--- src/rtl/hex_arb_pkg.sv ---
// hex_display_arbiter shared types and seven-segment glyph constants.
// Segment encoding is active-low with bit 0 = a through bit 6 = g.
package hex_arb_pkg;

   typedef enum logic [1:0] {
      IDLE,
      GRANT_A,
      GRANT_B,
      RELEASE
   } arb_state_e;

   localparam logic [6:0] SEG_BLANK = 7'h7F;

   // Glyphs 0..F, index 0 in the least significant slot.
   localparam logic [15:0][6:0] SEG_GLYPH = {
      7'h0E, 7'h06, 7'h21, 7'h46,
      7'h03, 7'h08, 7'h10, 7'h00,
      7'h78, 7'h02, 7'h12, 7'h19,
      7'h30, 7'h24, 7'h79, 7'h40
   };

endpackage

--- src/rtl/hex7seg.sv ---
// hex7seg: combinational nibble to active-low seven-segment glyph.
// Shows 0-9 and A,b,C,d,E,F.
module hex7seg
   import hex_arb_pkg::*;
(
   input  logic [3:0] nib_i,
   output logic [6:0] seg_o
);

   assign seg_o = SEG_GLYPH[nib_i];

endmodule

--- src/rtl/hex_display_arbiter.sv ---
// hex_display_arbiter: two requesters share four hex digits with a hold time.
// Define HEX_ARB_ROUND_ROBIN_EN for round-robin ties and two-way preemption.
module hex_display_arbiter
   import hex_arb_pkg::*;
#(
   parameter int HOLD_CYCLES = 4
) (
   input  logic        KEY0,
   input  logic        KEY1,
   input  logic        REQ_A,
   input  logic [15:0] DATA_A,
   input  logic        REQ_B,
   input  logic [15:0] DATA_B,
   output logic        GNT_A,
   output logic        GNT_B,
   output logic [6:0]  HEX0,
   output logic [6:0]  HEX1,
   output logic [6:0]  HEX2,
   output logic [6:0]  HEX3,
   output logic        LEDR_BUSY
);

   localparam logic [7:0] HOLD_MAX  = 8'(HOLD_CYCLES);
   localparam logic [7:0] HOLD_LAST = 8'(HOLD_CYCLES - 1);

   arb_state_e       state_q, state_d;
   arb_state_e       pick;
   logic [7:0]       cnt_q, cnt_d;
   logic             gnt_a_q, gnt_a_d;
   logic             gnt_b_q, gnt_b_d;
   logic             busy_q, busy_d;
   logic [3:0][6:0]  hex_q, hex_d;
   logic [3:0][6:0]  seg;
   logic [15:0]      data_sel;
   logic             hold_met;
   logic             tie_a;
   logic             b_may_preempt;

`ifdef HEX_ARB_ROUND_ROBIN_EN
   logic last_a_q, last_a_d;

   assign tie_a         = ~last_a_q;
   assign b_may_preempt = 1'b1;

   // Remember which side was granted most recently.
   always_comb begin
      last_a_d = last_a_q;
      if (state_d == GRANT_A) last_a_d = 1'b1;
      else if (state_d == GRANT_B) last_a_d = 1'b0;
   end

   // Pointer starts at B so A wins the first tie.
   always_ff @(posedge KEY0 or negedge KEY1) begin
      if (!KEY1) last_a_q <= 1'b0;
      else       last_a_q <= last_a_d;
   end
`else
   assign tie_a         = 1'b1;
   assign b_may_preempt = 1'b0;
`endif

   // Grant is held for HOLD_CYCLES cycles once this edge completes one more.
   assign hold_met = (cnt_q >= HOLD_LAST);

   // Winner among current requests when the displays are free.
   always_comb begin
      pick = IDLE;
      if (REQ_A && REQ_B) pick = tie_a ? GRANT_A : GRANT_B;
      else if (REQ_A)     pick = GRANT_A;
      else if (REQ_B)     pick = GRANT_B;
   end

   // Next-state logic and hold counter.
   always_comb begin
      state_d = state_q;
      cnt_d   = '0;
      unique case (state_q)
         IDLE, RELEASE: state_d = pick;
         GRANT_A: begin
            if (!REQ_A)
               state_d = RELEASE;
            else if (hold_met && REQ_B && b_may_preempt)
               state_d = RELEASE;
         end
         GRANT_B: begin
            if (!REQ_B)
               state_d = RELEASE;
            else if (hold_met && REQ_A)
               state_d = RELEASE;
         end
         default: state_d = IDLE;
      endcase
      if ((state_q == GRANT_A || state_q == GRANT_B) &&
          state_d == state_q)
         cnt_d = (cnt_q == HOLD_MAX) ? cnt_q : cnt_q + 8'd1;
   end

   assign data_sel = (state_d == GRANT_B) ? DATA_B : DATA_A;

   for (genvar k = 0; k < 4; k++) begin : g_dig
      hex7seg u_seg (
         .nib_i (data_sel[4*k +: 4]),
         .seg_o (seg[k])
      );
   end

   // Output values for the state being entered.
   always_comb begin
      gnt_a_d = (state_d == GRANT_A);
      gnt_b_d = (state_d == GRANT_B);
      busy_d  = gnt_a_d | gnt_b_d;
      for (int k = 0; k < 4; k++)
         hex_d[k] = busy_d ? seg[k] : SEG_BLANK;
   end

   // State, counter and registered outputs.
   always_ff @(posedge KEY0 or negedge KEY1) begin
      if (!KEY1) begin
         state_q <= IDLE;
         cnt_q   <= '0;
         gnt_a_q <= 1'b0;
         gnt_b_q <= 1'b0;
         busy_q  <= 1'b0;
         hex_q   <= {4{SEG_BLANK}};
      end else begin
         state_q <= state_d;
         cnt_q   <= cnt_d;
         gnt_a_q <= gnt_a_d;
         gnt_b_q <= gnt_b_d;
         busy_q  <= busy_d;
         hex_q   <= hex_d;
      end
   end

   assign GNT_A     = gnt_a_q;
   assign GNT_B     = gnt_b_q;
   assign LEDR_BUSY = busy_q;
   assign HEX0      = hex_q[0];
   assign HEX1      = hex_q[1];
   assign HEX2      = hex_q[2];
   assign HEX3      = hex_q[3];

endmodule

--- config.mk ---
export PLATFORM = sky130hd
export DESIGN_NAME = hex_display_arbiter
export DESIGN_NICKNAME = d
export VERILOG_FILES = /design/src/rtl/hex_arb_pkg.sv /design/src/rtl/hex7seg.sv /design/src/rtl/hex_display_arbiter.sv
export SDC_FILE = /design/constraint.sdc
export NUM_CORES = 1
export LEC_CHECK = 0
export CORE_UTILIZATION = 56
export CTS_BUF_LIST = sky130_fd_sc_hd__clkbuf_2 sky130_fd_sc_hd__clkbuf_4 sky130_fd_sc_hd__clkbuf_8
export DETAILED_ROUTE_END_ITERATION = 12
export PLACE_DENSITY = 0.93
export RECOVER_POWER = 25
export REMOVE_ABC_BUFFERS = 1
export SYNTH_ARGS = -nofsm -noshare
export SYNTH_HDL_FRONTEND = slang
export SYNTH_SLANG_ARGS = --single-unit
--- constraint.sdc ---
create_clock -name KEY0 -period 5.35 [get_ports KEY0]
set_input_delay 0.535 -clock KEY0 [delete_from_list [all_inputs] [get_ports KEY0]]
set_output_delay 0.535 -clock KEY0 [all_outputs]
set_load 0.02 [all_outputs]
# After elaboration in Yosys (flattened, before gate mapping)
# Memories as Yosys holds them, arrays and structs flattened.
# Cells that the tools add are included.
# Widths: inputs -> output; s select.
# totals
memories,4
word_cells,52
romBits,448
register_bits,41
# memory_table
memory,depth,word_bits,rd,rd_ports_with_merged_regs,wr,line,rtl
(no name shown),16,7,1,0,0,hex7seg.sv:10,assign seg_o = SEG_GLYPH[nib_i];
(no name shown),16,7,1,0,0,hex7seg.sv:10,
(no name shown),16,7,1,0,0,hex7seg.sv:10,
(no name shown),16,7,1,0,0,hex7seg.sv:10,
# op_classes
order_cmp,5
mux,18
n_reduce_logical,6
n_addsub,1
bitwise_logic,1
eq_ne,8
# op_table
cell,n
$mux 7,8
$lt 4x5->1 const B,4
$mux 16,1
$mux 8,2
$mux 2,6
$add 8x1->8 const B,1
$eq 8x3->1 const B,1
$ge 8x2->1 const B,1
$eq 2x2->1 const B,3
$pmux 2 s3,1
$eq 2x1->1 const B,2
$logic_and 1x1->1,3
$eq 2x2->1,1
$logic_not 2->1,1
$ne 2x2->1 const B,1
$reduce_or 2->1,1
$logic_or 1x1->1,1
$or 1x1->1,1

# Longest topological paths before layout
# Gate-level depths: netlist of run 1.
# depth
depth_word,10
mapped_depth,14
mapped_depth_nobuf,12

# Cells and area by module
# From an unflattened synthesis of run 1, not the netlist that was laid out.
# hier_totals
cells_unflattened,286
hier_area_um2,2920.3
# by_module_without_submodules
mod,area_per_inst_um2,cells_each,instances
hex_display_arbiter,1874.3,152,1
hex7seg at g_dig[2].u_seg ...,275.3,32,2
hex7seg at g_dig[0].u_seg ...,247.7,35,2

# Worst setup path after synthesis of run 1
# Ideal clock, no wire load.
# synth_timing
kind,register to register
startpoint,register state_q[0]
endpoint,"register hex_q, in the netlist HEX2[3]"
stages_incl_launch_ff,13
t_required_ns,5.268
arrival_time_ns,3.165
path_buffers,2
setup_slack_ns,2.103
cell_sequence,dfrtp_1 > inv_1 > ha_1 > o21bai_1 > a221oi_1 > ha_1 > buf_6 > buf_6 > mux2i_1 > inv_1 > ha_1 > mux4_2 > or2_1
# synth_rtl
item,line,rtl
start: declaration,hex_display_arbiter.sv:26,"arb_state_e state_q, state_d;"
start signal: assignment,hex_display_arbiter.sv:126,state_q <= state_d;
end signal: assignment,hex_display_arbiter.sv:124,hex_q <= {4{SEG_BLANK}};
end: declaration,hex_display_arbiter.sv:32,"logic [3:0][6:0] hex_q, hex_d;"

==> flow_summary.yaml, run 1 <==
worst_setup_path:
  crit_arrival_ns: 3.94
  setup.worst_path.start_class: "flip-flop"
  slowest_delay_ns: 0.47
  crit_type: "reg -> reg"
  slowest_stage: "mux2i_1"
  crit_path_frequent_cell: "ha_1"
  path_cells: "ha_1 -> nor4_2 -> a21boi_0 -> o21ai_0 -> o21a_1 -> ha_1 -> buf_4 -> mux2i_1 -> inv_1 -> ha_1 -> mux4_2 -> or2_1"
  crit_path_end_kind: "flip-flop"
  cp_max_fo: 22
  cp.required_ns: 5.58
  path_delay_family: "multiplexers"
  worst-path-buf-inv: 2
clock_network:
  cts_resized: 0
  clock_tree.root_cell: "clkbuf_8"
  path_clk_slew_ns: 0.08
  clkLatencyLatePin_ns: 0.29
  cts-buffers-inserted: 5
  ctsHoldBuffers: 0
  clock_path_buffers: 2
  htreeDepth: 2
  cts_num_sinks: 41
  cts_tree: "yes"
  postCtsSetupRepairBufs: 0
final_layout:
  num-fill-cells: 332
  multi_input_area_um2: 1620
  drive_above_1_share_pct: 18.5
  area_delta_synth_final_pct: 27.9
  nets: 400
  n_antenna_cell: 0
  area.sequential_um2: 1060
drt:
  wl_per_cell_um: 14.7
  wirelength_um: 5890
  vias_per_cell: 5.76
  drtPass1Iterations: 4
  drt_iter0_markers: 110
  drtAntennaViolNets: 0
  vias: 2317
  drc: 0
min_path:
  hp-class: "reg -> reg"
logic_synthesis:
  synth_ff_type: "dfstp_2"
  synth_area_per_cell_um2: 10.4
  synth_xor_xnor_area_share_pct: 1.56
  yosys.area_share.simple_pct: 12.3
  synth.distinct_cells: 52
  synthMuxAreaShare_pct: 14.6
  synth_area_leader_cell: "dfstp_2"
  syn_area_um2: 2810
  seq_area_frac_synth_pct: 37.8
  synth_seq_cells: 41
  netlist_instances: 269
  async_flop_share_pct: 100
  synth-compound-area-share_pct: 15.8
  synth_top_area_share_pct: 26.2
  ys_warn_count: 0
  synth-adder-area-share_pct: 13.4
  synth_top_family_by_area: "compound AO/OA/AOI/OAI gates"
  synth_area_leaders: "dfstp_2, ha_1, dfrtp_1"
  synth_edf_count: 0
timing:
  finClkSkew_ns: 0.00738
  hold-worst-slack_ns: 0.601
  fin_tns_setup_ns: 0
  max_slew_margin_pct: -38.3
  finalCriticalPeriod_ns: 3.71
  timing.fmax_mhz: 269
  hold_viol_final: 0
  period_share_pct: 69.4
  rsz0062_at_grt: "false"
  final-max-slew-violation-count: 42
  setup_viol_count_final: 0
  worstMarginPinSlew_ns: 2.07
status:
  status: "finished, violations left"
  violations: "max-capacitance violations, max-slew violations"
die:
  io_pins: 67
  die_h_um: 72.8
  die_x_um: 72.8
  start_util_pct: 58.6
  dieArea_um2: 5300
  row_count: 25
  core-area_um2: 4790
power_and_ir_drop:
  ir_drop_v: 0.000333
  cellPowerDensity_nw_per_um2: 672
  leakage_nw: 1.47
grt:
  grt_util_all_layers_pct: 24.2
  grt_pass1_wl_um: 9760
  grt_pass1_vias: 2226
  antenna_found_initial: 0
  gr-total-overflow: 0
  grt_max_degree: 42
place:
  dp_hpwl_um: 4320
  io_buffer_count: 66
  place.gp.congestion: 0.903
run:
  max_cap_viol_count: 1
-- worst paths after layout --
path	from	endpoint	slack [ns]	cells after the start
hold / removal	cnt_q[7]$_DFFE_PN0P_	cnt_q[7]$_DFFE_PN0P_	0.60	2
setup / recovery	cnt_q[0]$_DFFE_PN0P_	HEX2[3]$_DFF_PN1_	1.64	12
max in group asynchronous	KEY1	GNT_A$_DFF_PN0_	3.33	1
min in group asynchronous	KEY1	cnt_q[6]$_DFFE_PN0P_	0.82	1
hold reg to reg	cnt_q[7]$_DFFE_PN0P_	cnt_q[7]$_DFFE_PN0P_	0.60	2
setup reg to reg	cnt_q[0]$_DFFE_PN0P_	HEX2[3]$_DFF_PN1_	1.64	12
-- cell usage in the layout, fill, tap and decap left out, types with 2 or more instances in the layout --
master / n
nand2_1: 12
mux2i_4: 2
a21oi_1: 10
mux2i_1: 14
nor4_2: 2
clkdlybuf4s50_1: 65
a211oi_1: 4
ha_1: 30
o311ai_0: 4
nor3_1: 11
o311ai_1: 4
o211ai_1: 5
clkbuf_8: 7
nor2_1: 22
nor2b_1: 3
o21a_1: 2
o221ai_1: 2
mux2_2: 9
mux2i_2: 4
mux2_4: 3
inv_1: 17
xnor2_1: 4
nand3_1: 8
o21ai_0: 15
a31oi_1: 7
nand2b_1: 4
dfstp_2: 28
dfrtp_1: 13
-- final cells by class --
class / instances / share of cell area (%)
clock buffer: 7 / 2.68
clock inverter: 1 / 0.139
inverter: 17 / 1.78
multi-input combinational: 202 / 45.0
sequential: 41 / 29.6
tap: 67 / 2.34
timing repair buffer: 67 / 18.4
-- where the power goes --
group	switching, W	internal (W)	leakage [nW]
Clock	0.000105	0.000117	0.0542
Sequential	0.0000394	0.000526	0.469
Combinational	0.000929	0.000695	0.949
-- Yosys cell counts, types with 2 or more instances --
| master | instances |
|---|---|
| a211oi_1 | 4 |
| a21oi_1 | 10 |
| a31oi_1 | 7 |
| buf_2 | 3 |
| buf_6 | 2 |
| clkbuf_1 | 2 |
| dfrtp_1 | 13 |
| dfstp_2 | 28 |
| ha_1 | 30 |
| inv_1 | 17 |
| mux2_2 | 9 |
| mux2_4 | 3 |
| mux2i_1 | 14 |
| mux2i_2 | 4 |
| mux2i_4 | 2 |
| nand2_1 | 12 |
| nand2b_1 | 4 |
| nand3_1 | 8 |
| nor2_1 | 22 |
| nor2b_1 | 3 |
| nor3_1 | 11 |
| nor4_2 | 2 |
| o211ai_1 | 5 |
| o21a_1 | 2 |
| o21ai_0 | 15 |
| o221ai_1 | 2 |
| o311ai_0 | 4 |
| o311ai_1 | 4 |
| xnor2_1 | 4 |
-- metal layers --
layer	vias to the layer above	GRT usage (%)	share of wire, %
li1	1103	-	-
met1	1109	28.8	41
met2	95	41.4	50
met3	10	5.39	6.7
met4	0	11.3	1.6
met5	-	0	0
-- registers in the layout, indices dropped and copies added, names as in the netlist --
name,cells
cnt_q,8
GNT_A,1
state_q,2
LEDR_BUSY,1
GNT_B,1
HEX1,7
HEX2,7
HEX3,7
HEX0,7
-- through the flow --
step           cells  util [%]  setup slack, ns  total power [W]  area (um^2)
2_1_floorplan    260         -             1.56          0.00171         2740
3_3_place_gp     394      72.9             1.77          0.00214         3490
3_5_place_dp     394      72.9             1.61          0.00219         3490
4_1_cts          402      75.0             1.64          0.00242         3590
5_1_grt          402      75.0             1.30          0.00261         3590
6_report         402      75.0             1.64          0.00241         3590
-- worst register-to-register path: stages, from the launching register on --
cell and delay [ns]:
dfrtp_1 0.42, ha_1 0.27, nor4_2 0.35, a21boi_0 0.14, o21ai_0 0.21, o21a_1 0.15, ha_1 0.13, buf_4 0.35
mux2i_1 0.49, inv_1 0.19, ha_1 0.28, mux4_2 0.45, or2_1 0.21
-- kinds of logic after synthesis --
| group | after synthesis |
|---|---|
| buffers and inverters | 26 |
| AO/OA/AOI/OAI | 64 |
| flip-flops | 41 |
| adder cells (fa/ha/maj) | 30 |
| AND/OR/NAND/NOR | 70 |
| XOR/XNOR | 5 |
| multiplexers | 33 |
(Power assumes the default switching activity.)
==> run 2, diff against run 1 <==
--- a/config.mk
+++ b/config.mk
@@ -5,10 +5,10 @@
 export SDC_FILE = /design/constraint.sdc
 export NUM_CORES = 1
 export LEC_CHECK = 0
-export CORE_UTILIZATION = 56
+export CORE_UTILIZATION = 52
 export CTS_BUF_LIST = sky130_fd_sc_hd__clkbuf_2 sky130_fd_sc_hd__clkbuf_4 sky130_fd_sc_hd__clkbuf_8
 export DETAILED_ROUTE_END_ITERATION = 12
-export PLACE_DENSITY = 0.93
+export PLACE_DENSITY = 0.87
 export RECOVER_POWER = 25
 export REMOVE_ABC_BUFFERS = 1
 export SYNTH_ARGS = -nofsm -noshare
==> constraint.sdc (replaced) <==
create_clock -name KEY0 -period 3.8 [get_ports KEY0]
set_input_delay 0.38 -clock KEY0 [delete_from_list [all_inputs] [get_ports KEY0]]
set_output_delay 0.38 -clock KEY0 [all_outputs]
set_load 0.02 [all_outputs]
==> run 2 against run 1 <==
The flow still finishes with violations (max-capacitance violations, max-slew violations). Critical path depth rose by 1. Sequential share of layout area fell by 0.28 points. Largest power group unchanged. Combinational power rose by 46%. Largest cell class unchanged. Clock-buffer cell count rose by 1. Highest routed layer unchanged. Critical path type unchanged. Sequential power rose by 42%. Clock skew barely moved. First-iteration DRC count did not move. Via count fell by 0.73%. Non-clock buffer count rose by 4. Global-route usage fell by 0.89 points.
==> flow_summary.yaml, run 2 (synthesized netlist as in run 1, its figures left out) <==
status:
  status: "finished, violations left"
  violations: "max-capacitance violations, max-slew violations"
die:
  row_count: 26
  dieArea_um2: 5690
  die_h_um: 75.4
  start_util_pct: 54.6
  core-area_um2: 5140
  die_x_um: 75.4
  io_pins: 67
worst_setup_path:
  slowest_delay_ns: 0.44
  setup.worst_path.start_class: "flip-flop"
  path_delay_family: "adder cells"
  crit_type: "reg -> reg"
  crit_path_frequent_cell: "ha_1"
  crit_arrival_ns: 3.61
  cp_max_fo: 8
  crit_path_end_kind: "flip-flop"
  slowest_stage: "mux2i_2"
  cp.required_ns: 4.00
  path_cells: "ha_1 -> nor4_2 -> a21boi_0 -> o21ai_0 -> o21a_1 -> ha_2 -> buf_4 -> mux2i_2 -> inv_1 -> ha_1 -> mux2_2 -> nor2_1 -> o21ai_1"
  rrSetupSlack_ns: 0.39
  worst-path-buf-inv: 2
final_layout:
  final_cell_mix: "clkdlybuf4s50_1, ha_1, dfstp_2"
  drive_above_1_share_pct: 20.4
  n_antenna_cell: 0
  num-fill-cells: 381
  stdcell_area_um2: 3620
  final_common_cell: "clkdlybuf4s50_1"
  largest_register_ffs: 8
  multi_input_area_um2: 1630
  finalCoreUtilization_pct: 70.5
  area.sequential_um2: 1060
  area_delta_synth_final_pct: 29.1
  top_register: "cnt_q"
  nets: 404
timing:
  timing.fmax_mhz: 294
  rsz0062_at_grt: "false"
  worstMarginPinSlew_ns: 2.13
  setup_ws_ns: 0.394
  setup_viol_count_final: 0
  fin_tns_setup_ns: 0
  max_slew_margin_pct: -41.9
  finalCriticalPeriod_ns: 3.41
  period_share_pct: 89.6
  hold_viol_final: 0
  final-max-slew-violation-count: 42
  finClkSkew_ns: 0.00731
min_path:
  hp-class: "reg -> reg"
grt:
  grt_pass1_wl_um: 9930
  grt_pass1_vias: 2238
  antenna_found_initial: 0
  grt_util_all_layers_pct: 23.3
  gr-total-overflow: 0
  grt_max_degree: 42
clock_network:
  cts-buffers-inserted: 5
  cts_resized: 0
  clkLatencyLatePin_ns: 0.30
  ctsHoldBuffers: 0
  postCtsSetupRepairBufs: 0
  clock_tree.root_cell: "clkbuf_8"
  htreeDepth: 2
  clock_path_buffers: 2
  cts_tree: "yes"
  path_clk_slew_ns: 0.08
  cts_num_sinks: 41
drt:
  vias: 2300
  drt_iter0_markers: 110
  wirelength_um: 6180
  drc: 0
  drtPass1Iterations: 4
  vias_per_cell: 5.62
  wl_per_cell_um: 15.1
  drtAntennaViolNets: 0
place:
  dpl_cell_area_um2: 3520
  dp_hpwl_um: 4610
  dp_slack_ns: 0.218
  place.gp.congestion: 0.917
  io_buffer_count: 66
run:
  max_cap_viol_count: 1
power_and_ir_drop:
  cellPowerDensity_nw_per_um2: 957
  ir_drop_v: 0.000559
  leakage_nw: 1.49
[run 2: area by class of cell]
cell class              instances  share of cell area, %
flip-flops and latches         41                   29.3
well taps                      70                   2.42
multi-input cells             202                   44.9
repair buffers                 71                   19.1
clock buffers                   8                   2.52
inverters                      17                   1.76
[run 2: report_power, final]
group	switching (W)	leakage [nW]	internal [W]	total, W
clock	0.000144	0.0498	0.000152	0.000296
combinational	0.00133	0.969	0.00103	0.00237
sequential	0.0000606	0.469	0.000741	0.000802
total	0.00154	1.49	0.00193	0.00347
[run 2: worst paths after layout]
kind	from	to	depth (start not counted)
hold reg to reg	cnt_q[0]$_DFFE_PN0P_	cnt_q[0]$_DFFE_PN0P_	2
setup / recovery	cnt_q[0]$_DFFE_PN0P_	HEX1[3]$_DFF_PN1_	13
setup reg to reg	cnt_q[0]$_DFFE_PN0P_	HEX1[3]$_DFF_PN1_	13
min in group asynchronous	KEY1	LEDR_BUSY$_DFF_PN0_	1
max in group asynchronous	KEY1	GNT_B$_DFF_PN0_	1
hold / removal	cnt_q[0]$_DFFE_PN0P_	cnt_q[0]$_DFFE_PN0P_	2
[run 2: metrics by stage]
| stage | total power (W) | hold slack, ns | instances |
|---|---|---|---|
| 2_1_floorplan | 0.00240 | 0.0844 | 260 |
| 3_3_place_gp | 0.00306 | 0.541 | 401 |
| 3_5_place_dp | 0.00315 | 0.555 | 401 |
| 4_1_cts | 0.00345 | 0.235 | 409 |
| 5_1_grt | 0.00373 | 0.649 | 409 |
| 6_report | 0.00347 | 0.614 | 409 |
[run 2: tightest hold or removal path, stage by stage, from the launching register on]
cell and delay, ns:
dfrtp_1 0.40, xnor2_1 0.13, nor3_1 0.05
[run 2: routing by layer]
metal | global-route usage [%] | share of wire (%) | wire [um] | up-vias
met5 | 0 | 0 | 0 | -
met2 | 40.0 | 49 | 3020 | 91
met1 | 30.3 | 44 | 2740 | 1091
li1 | - | - | - | 1109
met3 | 4.23 | 5.5 | 342 | 9
met4 | 5.97 | 1.4 | 86 | 0
==> run 3, diff against run 2 <==
--- a/config.mk
+++ b/config.mk
@@ -8,6 +8,7 @@
 export CORE_UTILIZATION = 52
 export CTS_BUF_LIST = sky130_fd_sc_hd__clkbuf_2 sky130_fd_sc_hd__clkbuf_4 sky130_fd_sc_hd__clkbuf_8
 export DETAILED_ROUTE_END_ITERATION = 12
+export MAX_ROUTING_LAYER = met4
 export PLACE_DENSITY = 0.87
 export RECOVER_POWER = 25
 export REMOVE_ABC_BUFFERS = 1
==> run 3 against run 2 <==
The run still ends with max-capacitance violations, max-slew violations left. Via count shrank 0.57%. Clock power is essentially flat. First-iteration DRC count shrank 1.8%. Critical path type unchanged. Largest cell class unchanged. Largest power group unchanged.
==> flow_summary.yaml, run 3 (synthesized netlist as in run 1, its figures left out) <==
power_and_ir_drop:
  cellPowerDensity_nw_per_um2: 956
  ir_drop_v: 0.000559
  leakage_nw: 1.49
drt:
  wl_met2_um: 3080
  drc: 0
  drtAntennaViolNets: 0
  vias: 2287
  vias_per_cell: 5.59
  top_layer_used: "met4"
  wirelength_um: 6200
  drt_iter0_markers: 108
  wl_per_cell_um: 15.2
  met3WireLength_um: 304
  wl_met1_um: 2790
  drtPass1Iterations: 4
timing:
  rsz0062_at_grt: "false"
  timing.fmax_mhz: 294
  finClkSkew_ns: 0.00728
  hold_viol_final: 0
  setup_viol_count_final: 0
  setup_ws_ns: 0.395
  period_share_pct: 89.6
  fin_tns_setup_ns: 0
  final-max-slew-violation-count: 42
  finalCriticalPeriod_ns: 3.40
  hold-worst-slack_ns: 0.616
  max_slew_margin_pct: -42.5
  worstMarginPinSlew_ns: 2.14
worst_setup_path:
  setup.worst_path.start_class: "flip-flop"
  worst-path-buf-inv: 3
  cp_num_cells: 12
  crit_arrival_ns: 3.60
  slowest_delay_ns: 0.44
  cp_max_fo: 8
  path_delay_family: "adder cells"
  path_cells: "inv_1 -> ha_1 -> o21bai_1 -> a221oi_1 -> ha_2 -> buf_4 -> mux2i_2 -> inv_1 -> ha_1 -> mux2_2 -> nor2_1 -> o21ai_1"
  slowest_stage: "mux2i_2"
  crit_path_end_kind: "flip-flop"
  cp.required_ns: 4.00
  crit_type: "reg -> reg"
  ff2ff_path_depth: 12
grt:
  grt_max_degree: 42
  grt_util_all_layers_pct: 24.0
  antenna_found_initial: 0
  grt_pass1_vias: 2237
  grt_pass1_wl_um: 9950
  gr-total-overflow: 0
die:
  start_util_pct: 54.6
  core-area_um2: 5140
  die_x_um: 75.4
  dieArea_um2: 5690
  die_h_um: 75.4
  row_count: 26
  io_pins: 67
place:
  io_buffer_count: 66
  dp_slack_ns: 0.218
  numPlacedInstances: 401
  dp_hpwl_um: 4610
  place.gp.congestion: 0.933
clock_network:
  cts-buffers-inserted: 5
  path_clk_slew_ns: 0.08
  cts_num_sinks: 41
  clkLatencyLatePin_ns: 0.29
  cts_tree: "yes"
  clock_path_buffers: 2
  htreeDepth: 2
  clock_tree.root_cell: "clkbuf_8"
run:
  max_cap_viol_count: 1
final_layout:
  top_register: "cnt_q"
  n_antenna_cell: 0
  num-fill-cells: 381
  final_cell_mix: "clkdlybuf4s50_1, ha_1, dfstp_2"
  area_delta_synth_final_pct: 29.1
  largest_register_ffs: 8
  instances_no_fill: 409
  drive_above_1_share_pct: 20.4
  final_common_cell: "clkdlybuf4s50_1"
  nets: 404
status:
  status: "finished, violations left"
  violations: "max-capacitance violations, max-slew violations"
min_path:
  hp-class: "reg -> reg"
  worstHoldPathCells: 2
==> run 3: cell counts in the layout (fill, tap and decap cells not counted) <==
Identical to the previous run, type by type.
==> run 3: repair_timing <==
item | CTS | global route
endpoints found under the setup margin | 0 | 8
setup buffers | 0 | 0
resized for setup | 0 | 3
hold buffers | 0 | 0
==> run 3: layout make-up <==
type,instances,area (um^2),share of cell area [%]
Multi-Input combinational cell,202,1630,44.9
Sequential cell,41,1060,29.3
Timing Repair Buffer,71,692,19.1
Clock buffer,8,91.3,2.52
Tap cell,70,87.6,2.42
Inverter,17,63.8,1.76
==> run 3: metrics by stage <==
stage                     utilization, %  total power (W)  cell area [um^2]
final                               70.5          0.00346              3620
after global routing                70.5          0.00373              3620
after CTS                           70.3          0.00345              3610
after detailed placement            68.5          0.00315              3520
after global placement              68.5          0.00306              3520
after floorplan                        -          0.00240              2740
==> run 3: per-layer routing <==
layer  GRT usage [%]  vias to the layer above
met5               -                        -
li1                -                     1107
met3            3.97                        4
met1            30.4                     1086
met2            40.1                       90
met4            5.97                        0
==> run 3: worst paths after layout <==
| check | from | to | slack [ns] |
|---|---|---|---|
| hold reg to reg | cnt_q[0]$_DFFE_PN0P_ | cnt_q[0]$_DFFE_PN0P_ | 0.62 |
| hold / removal | cnt_q[0]$_DFFE_PN0P_ | cnt_q[0]$_DFFE_PN0P_ | 0.62 |
| max in group asynchronous | KEY1 | GNT_B$_DFF_PN0_ | 1.87 |
| setup reg to reg | state_q[0]$_DFF_PN0_ | HEX1[3]$_DFF_PN1_ | 0.40 |
| setup / recovery | state_q[0]$_DFF_PN0_ | HEX1[3]$_DFF_PN1_ | 0.40 |
| min in group asynchronous | KEY1 | LEDR_BUSY$_DFF_PN0_ | 0.71 |
==> run 3: worst reg2reg max path: cells and delay by family (launching register included) <==
| kind | cells | cell delay [ns] |
|---|---|---|
| flops | 1 | 0.40 |
| buf+inv | 3 | 0.44 |
| simple gates | 1 | 0.09 |
| mux | 2 | 0.71 |
| compound gates | 3 | 0.63 |
| fa+ha+maj | 3 | 1.06 |
==> run 3: power breakdown <==
part           switching [W]  internal, W  total (W)
clock               0.000141     0.000152   0.000293
combinational        0.00133      0.00103    0.00237
sequential         0.0000608     0.000741   0.000802
total                0.00154      0.00193    0.00346
